<file path="src/rtl/display_scanner.sv">
// Purpose: signed binary to sign-magnitude BCD (double dabble) plus 4-digit scan multiplexer.
// Latency: display updates and done pulses WIDTH+2 cycles after the load-sampling edge; digit_num is combinational.
// Backpressure: none; load is ignored while busy, scanning never stalls.
module display_scanner #(
   parameter int WIDTH       = 10,
   parameter int REFRESH_DIV = 100000
) (
   input  logic             clk,
   input  logic             rst_n,
   input  logic [WIDTH-1:0] value_in,
   input  logic             load,
   output logic [1:0]       digit_sel,
   output logic [3:0]       digit_num,
   output logic             busy,
   output logic             done
);

   localparam int RCW = (REFRESH_DIV > 1) ? $clog2(REFRESH_DIV) : 1;
   localparam int ICW = 4;   // iteration counter, enough for WIDTH up to 10

   localparam logic [3:0] CODE_BLANK = 4'd14;
   localparam logic [3:0] CODE_MINUS = 4'd15;

   typedef enum logic [1:0] {S_IDLE, S_ABS, S_SHIFT, S_COMMIT} state_t;

   state_t           state_q, state_d;
   logic [RCW-1:0]   refresh_cnt;
   logic [WIDTH-1:0] val_q;
   logic             sign_q;
   logic [WIDTH-1:0] mag_q;
   logic [WIDTH-1:0] mag_abs;
   logic [11:0]      bcd_q;
   logic [11:0]      bcd_next;
   logic [ICW-1:0]   iter_q;
   logic [3:0]       disp3, disp2, disp1, disp0;
   logic [3:0]       bcd_h, bcd_t, bcd_u;

   // Refresh counter and digit select, free-running regardless of conversion activity
   always_ff @(posedge clk or negedge rst_n) begin
      if (!rst_n) begin
         refresh_cnt <= '0;
         digit_sel   <= 2'd0;
      end else if (refresh_cnt == RCW'(REFRESH_DIV - 1)) begin
         refresh_cnt <= '0;
         digit_sel   <= digit_sel + 2'd1;
      end else begin
         refresh_cnt <= refresh_cnt + 1'b1;
      end
   end

   // Conversion FSM state register
   always_ff @(posedge clk or negedge rst_n) begin
      if (!rst_n) state_q <= S_IDLE;
      else        state_q <= state_d;
   end

   // Conversion FSM next-state logic
   always_comb begin
      state_d = state_q;
      case (state_q)
         S_IDLE:   if (load) state_d = S_ABS;
         S_ABS:    state_d = S_SHIFT;
         S_SHIFT:  if (iter_q == ICW'(WIDTH - 1)) state_d = S_COMMIT;
         S_COMMIT: state_d = S_IDLE;
         default:  state_d = S_IDLE;
      endcase
   end

   // Conversion FSM outputs
   always_comb begin
      busy = (state_q != S_IDLE);
      done = (state_q == S_COMMIT);
   end

   // Two's-complement negation; an unsigned WIDTH-bit result holds 2^(WIDTH-1) exactly,
   // so the most negative input converts without overflow.
   assign mag_abs = sign_q ? (~val_q + 1'b1) : val_q;

   // One double-dabble step. The hundreds nibble is at most 2 before the final shift
   // for any legal WIDTH, so it never needs the +3 correction.
   always_comb begin
      bcd_next[3:0]  = (bcd_q[3:0] >= 4'd5) ? bcd_q[3:0] + 4'd3 : bcd_q[3:0];
      bcd_next[7:4]  = (bcd_q[7:4] >= 4'd5) ? bcd_q[7:4] + 4'd3 : bcd_q[7:4];
      bcd_next[11:8] = bcd_q[11:8];
   end

   // Conversion datapath: sample, absolute value, shift-and-add iterations
   always_ff @(posedge clk or negedge rst_n) begin
      if (!rst_n) begin
         val_q  <= '0;
         sign_q <= 1'b0;
         mag_q  <= '0;
         bcd_q  <= '0;
         iter_q <= '0;
      end else begin
         case (state_q)
            S_IDLE: begin
               if (load) begin
                  val_q  <= value_in;
                  sign_q <= value_in[WIDTH-1];
               end
            end
            S_ABS: begin
               mag_q  <= mag_abs;
               bcd_q  <= '0;
               iter_q <= '0;
            end
            S_SHIFT: begin
               bcd_q  <= {bcd_next[10:0], mag_q[WIDTH-1]};
               mag_q  <= {mag_q[WIDTH-2:0], 1'b0};
               iter_q <= iter_q + 1'b1;
            end
            default: ;
         endcase
      end
   end

   assign bcd_h = bcd_q[11:8];
   assign bcd_t = bcd_q[7:4];
   assign bcd_u = bcd_q[3:0];

   // Display registers, all four written together so the scanner never sees a mix
   always_ff @(posedge clk or negedge rst_n) begin
      if (!rst_n) begin
         disp3 <= CODE_BLANK;
         disp2 <= CODE_BLANK;
         disp1 <= CODE_BLANK;
         disp0 <= 4'd0;
      end else if (state_q == S_COMMIT) begin
         disp3 <= sign_q ? CODE_MINUS : CODE_BLANK;
         disp2 <= (bcd_h == 4'd0) ? CODE_BLANK : bcd_h;
         disp1 <= ((bcd_h == 4'd0) && (bcd_t == 4'd0)) ? CODE_BLANK : bcd_t;
         disp0 <= bcd_u;
      end
   end

   // Select the committed code for the currently scanned digit
   always_comb begin
      digit_num = disp0;
      case (digit_sel)
         2'd0: digit_num = disp0;
         2'd1: digit_num = disp1;
         2'd2: digit_num = disp2;
         2'd3: digit_num = disp3;
         default: digit_num = disp0;
      endcase
   end

endmodule

</file>
<file path="config.mk">
export PLATFORM = sky130hd
export DESIGN_NAME = display_scanner
export DESIGN_NICKNAME = d
export VERILOG_FILES = /design/src/rtl/display_scanner.sv
export SDC_FILE = /design/constraint.sdc
export NUM_CORES = 1
export LEC_CHECK = 0
export BUFFER_PORTS_ARGS = -buffer_cell sky130_fd_sc_hd__buf_2
export CORE_MARGIN = 4
export CORE_UTILIZATION = 40
export CTS_CLUSTER_SIZE = 20
export DETAILED_ROUTE_END_ITERATION = 6
export PLACE_DENSITY = 0.65
export RECOVER_POWER = 25
export SLEW_MARGIN = 40
export SYNTH_ARGS = -nofsm -noshare
export SYNTH_HDL_FRONTEND = slang
export SYNTH_SLANG_ARGS = --single-unit
</file>
<file path="constraint.sdc">
create_clock -name clk -period 1.7 [get_ports clk]
set_input_delay 0.17 -clock clk [delete_from_list [all_inputs] [get_ports clk]]
set_output_delay 0.17 -clock clk [all_outputs]
set_load 0.02 [all_outputs]
</file>
Word level (Yosys, flattened, before mapping) --
Cells that the tools add are included.
Operators by class: add/subtract/negate cells 6, magnitude comparators 2, equal/unequal tests 10, mux-type cells 14, bitwise gates (word level) 1, reductions and logical operators 9
Operator list (count):
- 12-bit case mux with 2 select lines | 1
- 10-bit case mux with 2 select lines | 1
- 17-bit by 1-bit adder with 17-bit output (second input constant) | 1
- 17-bit == test (second input constant) | 1
- 17-bit two-way mux | 1
- 4-bit two-way mux | 4
- 4-bit case mux with 4 select lines | 1
- 10-bit by 1-bit adder with 10-bit output (second input constant) | 1
- 10-bit two-way mux | 1
- 10-bit NOT | 1
- 4-bit by 2-bit adder with 4-bit output (second input constant) | 2
- 2-bit == test (second input constant) | 4
- 4-bit by 3-bit >= comparator with 1-bit output (second input constant) | 2
- 4-bit zero test | 2
- 2-bit case mux with 4 select lines | 1
- 4-bit case mux with 2 select lines | 1
- 4-bit by 1-bit adder with 4-bit output (second input constant) | 1
- 2-bit by 1-bit == test with 1-bit output (second input constant) | 2
- 4-bit == test (second input constant) | 1
- 2-bit zero test | 2
- 2-bit two-way mux | 2
- 2-bit != test (second input constant) | 2
- 2-bit AND reduction | 2
- 2-bit nonzero test | 2
- 3 further kinds | 3
Storage, ports and cells: register bits after elaboration 74, output and inout port bits 8, word-level logic and storage cells 54

Longest topological paths before layout --
Gate-level depths: netlist of the first run.
depth in word-level cells 4, gate-level depth with buffers 7, depth with buffers taken out 6

Least setup slack after synthesis of the first run --
No wires, ideal clock.
path type reg2reg, from register refresh_cnt[11], to register digit_sel[1], arrival 1.682 ns, required time 1.575 ns, setup slack -0.107 ns, cell stages (with the launch flop) 5, buffers on the path 0, clock period less this slack 1.807 ns, cell sequence dfrtp_1 > or4_1 > nor4b_2 > and4_1 > mux2_2
On the way: cells in the longest elaborated chain, start to end 1
Ends and longest elaborated chain:
- start, declared | line 27 | logic [RCW-1:0] refresh_cnt;
- start signal, assigned | line 47 | refresh_cnt <= refresh_cnt + 1'b1;
- 17-bit == test | line 43 | end else if (refresh_cnt == RCW'(REFRESH_DIV - 1)) begin
- end signal, assigned | line 45 | digit_sel <= digit_sel + 2'd1;
- end, declared | line 12 | output logic [1:0] digit_sel,
Every way passes these cells. A chain may end at the register's enable or synchronous reset.

Final worst setup path of the first run --
from register digit_sel[0], to output digit_num[0]
On the way: cells in the longest elaborated chain, start to end 2, elaborated cells on any way between the ends 5
Ends and longest elaborated chain:
- 2-bit == test, or another cell as far along | line 140 | case (digit_sel)
- 4-bit case mux with 4 select lines (*) | line 140
- end, declared | line 13 | output logic [3:0] digit_num,
Every way passes the cells marked *; elsewhere a longest branch is shown, timed or not.

==> impl_metrics.env, run 1 <==
export IMPL_status="finished with violations"
export IMPL_violations="setup timing"
export IMPL_grt_use_total_pct=14.6
export IMPL_fin_crit_ps=1930
export IMPL_grt_use_met1_pct=19.7
export IMPL_synth_area_sq_mm=0.00354
export IMPL_tns_ps=-1090
export IMPL_fin_crit_sh_pct=114
export IMPL_cp_max_fo=4
export IMPL_slowest_delay_ps=420
export IMPL_timing_hold_ws_ps=52.0
export IMPL_slew_headroom_pct=35.9
export IMPL_hold_violations=0
export IMPL_vdd_drop_max_v=0.000738
export IMPL_overflow=0
export IMPL_cts_tree="built"
export IMPL_drt_pass1_iterations=5
export IMPL_p_per_area_mw_per_mm2=1400
export IMPL_cts_buffer_depth=2
export IMPL_first_global_vias=2628
export IMPL_reg2reg_from="refresh_cnt[14]"
export IMPL_critPathKind="flop to output pin"
export IMPL_ys_ff_latch=70
export IMPL_num_antenna_cells=0
export IMPL_numCtsBuffers=9
export IMPL_routabilityCongestion=0.827
export IMPL_cts_sinks=70
export IMPL_htree_levels=3
export IMPL_power_total_mw=6.12
export IMPL_setup_worst_path_start_class="flop"
export IMPL_fmax_ghz=0.517
export IMPL_synth_seq_area_share_pct=49.7
export IMPL_rsz0062_at_grt="true"
export IMPL_synth_edf_count=0
export IMPL_grt_pass1_wl_um=12100
export IMPL_power_leakage_nw=1.90
export IMPL_fillCellCount=803
export IMPL_cp_top_family="flip-flops"
export IMPL_hold_start="value_in[3]"
export IMPL_yosysWarnings=0
export IMPL_slowest_stage="dfrtp_2"
export IMPL_drt_wirelength_per_cell_um=14.1
export IMPL_worstPathArrival_ps=1760
export IMPL_drv_slew=0
export IMPL_cts_clk_slew_worst_paths_ps=80
export IMPL_end_kind="output pin"
export IMPL_path_buf_inv=3
export IMPL_vias=2624
export IMPL_grt_start_max_net_pins=38
export IMPL_portBuffers=20
export IMPL_synth_nets=367
export IMPL_place_inst=479
export IMPL_synth_top_cell_area_share_pct=45.2
export IMPL_drtIter0Drc=147
export IMPL_async_flop_share_pct=100
export IMPL_startpoint="digit_sel[0]"
export IMPL_tightest_slew_ps=962
export IMPL_fp_coreArea_sq_mm=0.00868
export IMPL_die_h_um=102
export IMPL_rows=34
export IMPL_yosysUniqueCellTypes=45
export IMPL_wl_um=7100
export IMPL_nNetsFinal=420
export IMPL_avgSynthCellArea_sq_um=10.5
export IMPL_layoutNonFillerInstCount=503
export IMPL_drc_errors=0
export IMPL_setup_slack_ps=-235
export IMPL_hold_class="primary input to flop"
export IMPL_synth_area_leaders="dfrtp_1 (45%), mux2_2 (7.6%), ha_1 (6.0%), dfstp_2 (4.5%), xnor2_1 (4.2%)"
export IMPL_netlist_instances=337
export IMPL_use_met3_pct=3.55
export IMPL_met2_usage_pct=23.3
export IMPL_finClkSkew_ps=14.2
export IMPL_synth_ff_type="dfrtp_1"
export IMPL_io_pins=21
export IMPL_die_area_sq_mm=0.0104
export IMPL_initial_core_util_pct=40.8
export IMPL_synth_top_area_cell="dfrtp_1"
export IMPL_required_ps=1530
export IMPL_setup_viol=11
export IMPL_drv_cap=0
export IMPL_hpwl_um=4920
export IMPL_antenna_found_initial=0
export IMPL_cts_root_buf="clkbuf_8"
export IMPL_area_growth_pct=23.7
export IMPL_via_per_inst=5.22
export IMPL_final_layout_size_suffix_gt1_share_pct=32.4
export IMPL_ant_nets=0
export IMPL_gr_max_usage_layer="met2"
export IMPL_clk_insertion_delay_late_ps=340
export IMPL_path_cells="inv_2, ha_4, buf_6, a222oi_1, mux2i_1, buf_4"
export IMPL_die_w_um=102
-- synth_stat cells, types with 3 or more instances --
cell type / number
nor4_1: 4
o22a_1: 3
nand3_1: 13
nor3b_1: 3
dfrtp_1: 64
xor2_1: 6
inv_1: 29
o22ai_1: 6
a221o_1: 3
nand4_1: 5
a31oi_1: 3
nor3_1: 6
nand3b_1: 3
nor2_1: 21
nand4b_1: 3
ha_1: 17
mux2_2: 24
nand2_1: 22
xnor2_1: 17
o21ai_0: 25
o211ai_1: 3
and3_1: 3
dfstp_2: 6
clkbuf_1: 9
a21oi_1: 6
buf_1: 3
nor2b_1: 6
-- worst reg2reg max path, stage by stage, from the launching register on --
cell	delay [ps]
dfrtp_1	380
or4_4	540
nor4b_4	210
and4_4	280
mux2_2	330
-- sequential cells by signal, summed over array words and instances (netlist names) --
signal / flops
mag_q: 10
disp3: 1
disp2: 4
disp0: 4
bcd_q: 12
iter_q: 4
refresh_cnt: 17
state_q: 2
digit_sel: 2
disp1: 4
val_q: 10
-- report_power, final --
part | switching, mW | internal, mW | leakage (nW) | total [mW]
clock | 0.624 | 0.564 | 0.0861 | 1.19
combinational | 1.31 | 1.26 | 0.921 | 2.57
sequential | 0.340 | 2.02 | 0.893 | 2.36
total | 2.28 | 3.85 | 1.90 | 6.12
-- through the flow --
| step | cell area, sq um | utilization, % | setup slack (ps) |
|---|---|---|---|
| final | 4380 | 50.5 | -235 |
| after global routing | 4380 | 50.5 | -354 |
| after CTS | 4290 | 49.4 | -227 |
| after detailed placement | 3960 | 45.6 | -107 |
| after global placement | 3960 | 45.6 | -56.1 |
| after floorplan | 3540 | - | -91.4 |
-- cell type report --
type,instances,area [sq um],share of cell area [%]
clock buffer,12,145,3.31
clock inverter,4,22.5,0.514
inverter,29,109,2.48
multi-input combinational,225,1780,40.6
sequential,70,1760,40.2
tap,108,135,3.08
timing repair buffer,55,427,9.74
-- cells by family after synthesis --
group	count (synthesis)	synth area share (%)
XOR/XNOR	23	5.69
AO/OA/AOI/OAI	59	10.6
AND/OR/NAND/NOR	100	15.1
adder cells (fa/ha/maj)	17	6.01
flip-flops	70	49.7
buffers and inverters	42	4.66
multiplexers	26	8.20
-- metal layers --
| metal | routed length, um | up-vias |
|---|---|---|
| met5 | 0 | - |
| met4 | 105 | 0 |
| met3 | 224 | 8 |
| met2 | 3360 | 37 |
| met1 | 3410 | 1285 |
| li1 | - | 1294 |
-- path summary, 6_finish.rpt --
check                           depth (start not counted)  slack [ps]             end
worst min-delay path                                    2          50        val_q[3]
worst min register to register                          1         500  refresh_cnt[4]
worst max register to register                          4        -170    digit_sel[1]
min in group asynchronous                               2         490      state_q[0]
max in group asynchronous                               3         200        mag_q[0]
worst max-delay path                                    6        -230    digit_num[0]
-- repair_timing --
item | 4_1_cts | 5_1_grt
gates resized for setup | 27 | 31
endpoints found under the hold margin | 13 | 0
setup endpoints to repair | 18 | 26
pin swaps | 5 | 9
cloned | 1 | 0
buffers inserted | 5 | 3
hold buffers | 1 | 0
-- cells in the final DEF (no fill, tap or decap), types with 3 or more instances in the layout --
cell	count
a21oi_1	6
a221o_1	3
a31oi_1	3
and3_1	3
buf_2	16
buf_4	28
buf_6	6
clkbuf_1	3
clkbuf_8	10
clkinv_2	3
dfrtp_1	62
dfstp_2	6
ha_1	9
ha_2	5
ha_4	3
inv_1	25
inv_2	4
mux2_2	21
mux2_4	3
nand2_1	22
nand3_1	13
nand3b_1	3
nand4_1	5
nand4b_1	3
nor2_1	15
nor2_2	3
nor2_4	3
nor2b_1	4
nor3_1	6
nor3b_1	3
nor4_1	4
o211ai_1	3
o21ai_0	24
o22a_1	3
o22ai_1	6
xnor2_1	16
xor2_1	6
(Power assumes the default switching activity.)
==> run 2, diff against run 1 <==
Settings changed: SKIP_LAST_GASP set to 1.
==> run 2 against run 1 <==
  * The run still ends with setup timing left
  * Power is 0.14% lower
  * Utilization is essentially flat
  * Flip-flop and latch count stayed put
  * Via count increased by 0.11%
  * Largest power group unchanged
  * Highest routed layer unchanged
==> impl_metrics.env, run 2 (synthesis results as in run 1) <==
export IMPL_drv_cap=0
export IMPL_nNetsFinal=420
export IMPL_setup_worst_path_start_class="flop"
export IMPL_finClkSkew_ps=14.8
export IMPL_r2r_slack_ps=-170
export IMPL_htree_levels=3
export IMPL_whs_path_depth=2
export IMPL_final_common_cell="dfrtp_1"
export IMPL_vias=2627
export IMPL_hpwl_um=4920
export IMPL_fin_crit_ps=1920
export IMPL_cts_tree="built"
export IMPL_cts_buffer_depth=2
export IMPL_die_area_sq_mm=0.0104
export IMPL_io_pins=21
export IMPL_drc_errors=0
export IMPL_cp_max_fo=4
export IMPL_worst_r2r_endpoint="digit_sel[1]"
export IMPL_grt_pass1_wl_um=12100
export IMPL_via_per_inst=5.22
export IMPL_rows=34
export IMPL_drtIter0Drc=150
export IMPL_fin_crit_sh_pct=113
export IMPL_drt_wirelength_per_cell_um=14.1
export IMPL_first_global_vias=2621
export IMPL_cts_root_buf="clkbuf_8"
export IMPL_place_ws_ps=-107
export IMPL_final_core_util_pct=50.4
export IMPL_p_per_area_mw_per_mm2=1400
export IMPL_violations="setup timing"
export IMPL_hold_class="primary input to flop"
export IMPL_setup_slack_ps=-215
export IMPL_setup_viol=12
export IMPL_largestRegisters="refresh_cnt x17, bcd_q x12"
export IMPL_status="finished with violations"
export IMPL_grt_use_total_pct=14.6
export IMPL_hold_violations=0
export IMPL_hold_start="value_in[3]"
export IMPL_worstPathArrival_ps=1750
export IMPL_vdd_drop_max_v=0.000731
export IMPL_portBuffers=20
export IMPL_layoutNonFillerInstCount=503
export IMPL_numCtsBuffers=9
export IMPL_worstRegToRegCells=4
export IMPL_layout_common_cells="dfrtp_1 (62), buf_4 (28), inv_1 (26), o21ai_0 (24), nand2_1 (22)"
export IMPL_die_h_um=102
export IMPL_required_ps=1530
export IMPL_tns_ps=-1070
export IMPL_routabilityCongestion=0.827
export IMPL_initial_core_util_pct=40.8
export IMPL_rsz0062_at_grt="true"
export IMPL_die_w_um=102
export IMPL_ant_nets=0
export IMPL_cts_sinks=70
export IMPL_grt_start_max_net_pins=38
export IMPL_fmax_ghz=0.522
export IMPL_end_kind="output pin"
export IMPL_drt_pass1_iterations=4
export IMPL_fp_coreArea_sq_mm=0.00868
export IMPL_largest_register="refresh_cnt"
export IMPL_wl_um=7100
export IMPL_area_growth_pct=23.6
export IMPL_final_layout_size_suffix_gt1_share_pct=31.9
export IMPL_num_antenna_cells=0
export IMPL_place_inst=479
export IMPL_cts_clk_slew_worst_paths_ps=80
export IMPL_largest_register_ffs=17
export IMPL_power_total_mw=6.11
export IMPL_antenna_found_initial=0
export IMPL_critPathKind="flop to output pin"
export IMPL_clk_insertion_delay_late_ps=340
export IMPL_reg2reg_from="refresh_cnt[14]"
export IMPL_holdPathEnd="val_q[3]"
export IMPL_overflow=0
export IMPL_slew_headroom_pct=35.9
export IMPL_drv_slew=0
export IMPL_power_leakage_nw=1.90
export IMPL_tightest_slew_ps=961
## run 2: per-stage QoR
stage | area [sq um] | hold WS (ps)
detailed placement | 3960 | 136
global placement | 3960 | 127
finish | 4380 | 51.5
CTS | 4270 | 45.6
global route | 4380 | 40.1
floorplan | 3540 | -126
## run 2: layer usage
layer	wire length [um]	GRT usage (%)	part of all wire [%]	vias up
met5	0	0	0	-
met4	105	4.94	1.5	0
met3	258	3.55	3.6	8
met2	3360	23.3	47	43
met1	3370	19.6	47	1279
li1	-	-	-	1297
## run 2: how the worst max path moves through the flow
stage	slack, ps	cells after the start	to	startpoint
final	-220	5	digit_num[2]	digit_sel[0]
after global routing	-350	6	digit_num[0]	digit_sel[0]
after CTS	-230	5	digit_num[2]	digit_sel[0]
after detailed placement	-110	6	mag_q[8]	val_q[1]
after global placement	-60	4	digit_sel[1]	refresh_cnt[14]
after floorplan	-90	4	digit_sel[1]	refresh_cnt[14]
## run 2: layout make-up
cell class	count	area, sq um
flip-flops and latches	70	1760
repair buffers	55	427
well taps	108	135
inverters	29	109
multi-input cells	225	1780
fillers	804	4300
clock buffers	12	145
clock inverters	4	22.5
## run 2: repair_timing
item / in CTS / in global routing
gates resized for setup: 24 / 32
pin swaps: 5 / 9
hold endpoints to repair: 13 / 0
endpoints found under the setup margin: 18 / 26
buffers inserted: 5 / 3
cloned: 1 / 0
hold buffers: 1 / 0
## run 2: critical path: stages (launching register included)
cell     delay (ps)
dfrtp_2         420
inv_2            70
ha_4            170
a221o_1         360
mux2_4          280
buf_6           130
## run 2: report_power, final
part / leakage, nW / switching [mW] / internal [mW] / total (mW)
Clock: 0.0861 / 0.625 / 0.564 / 1.19
Sequential: 0.893 / 0.336 / 2.02 / 2.36
Combinational: 0.923 / 1.31 / 1.26 / 2.57
Total: 1.90 / 2.27 / 3.84 / 6.11
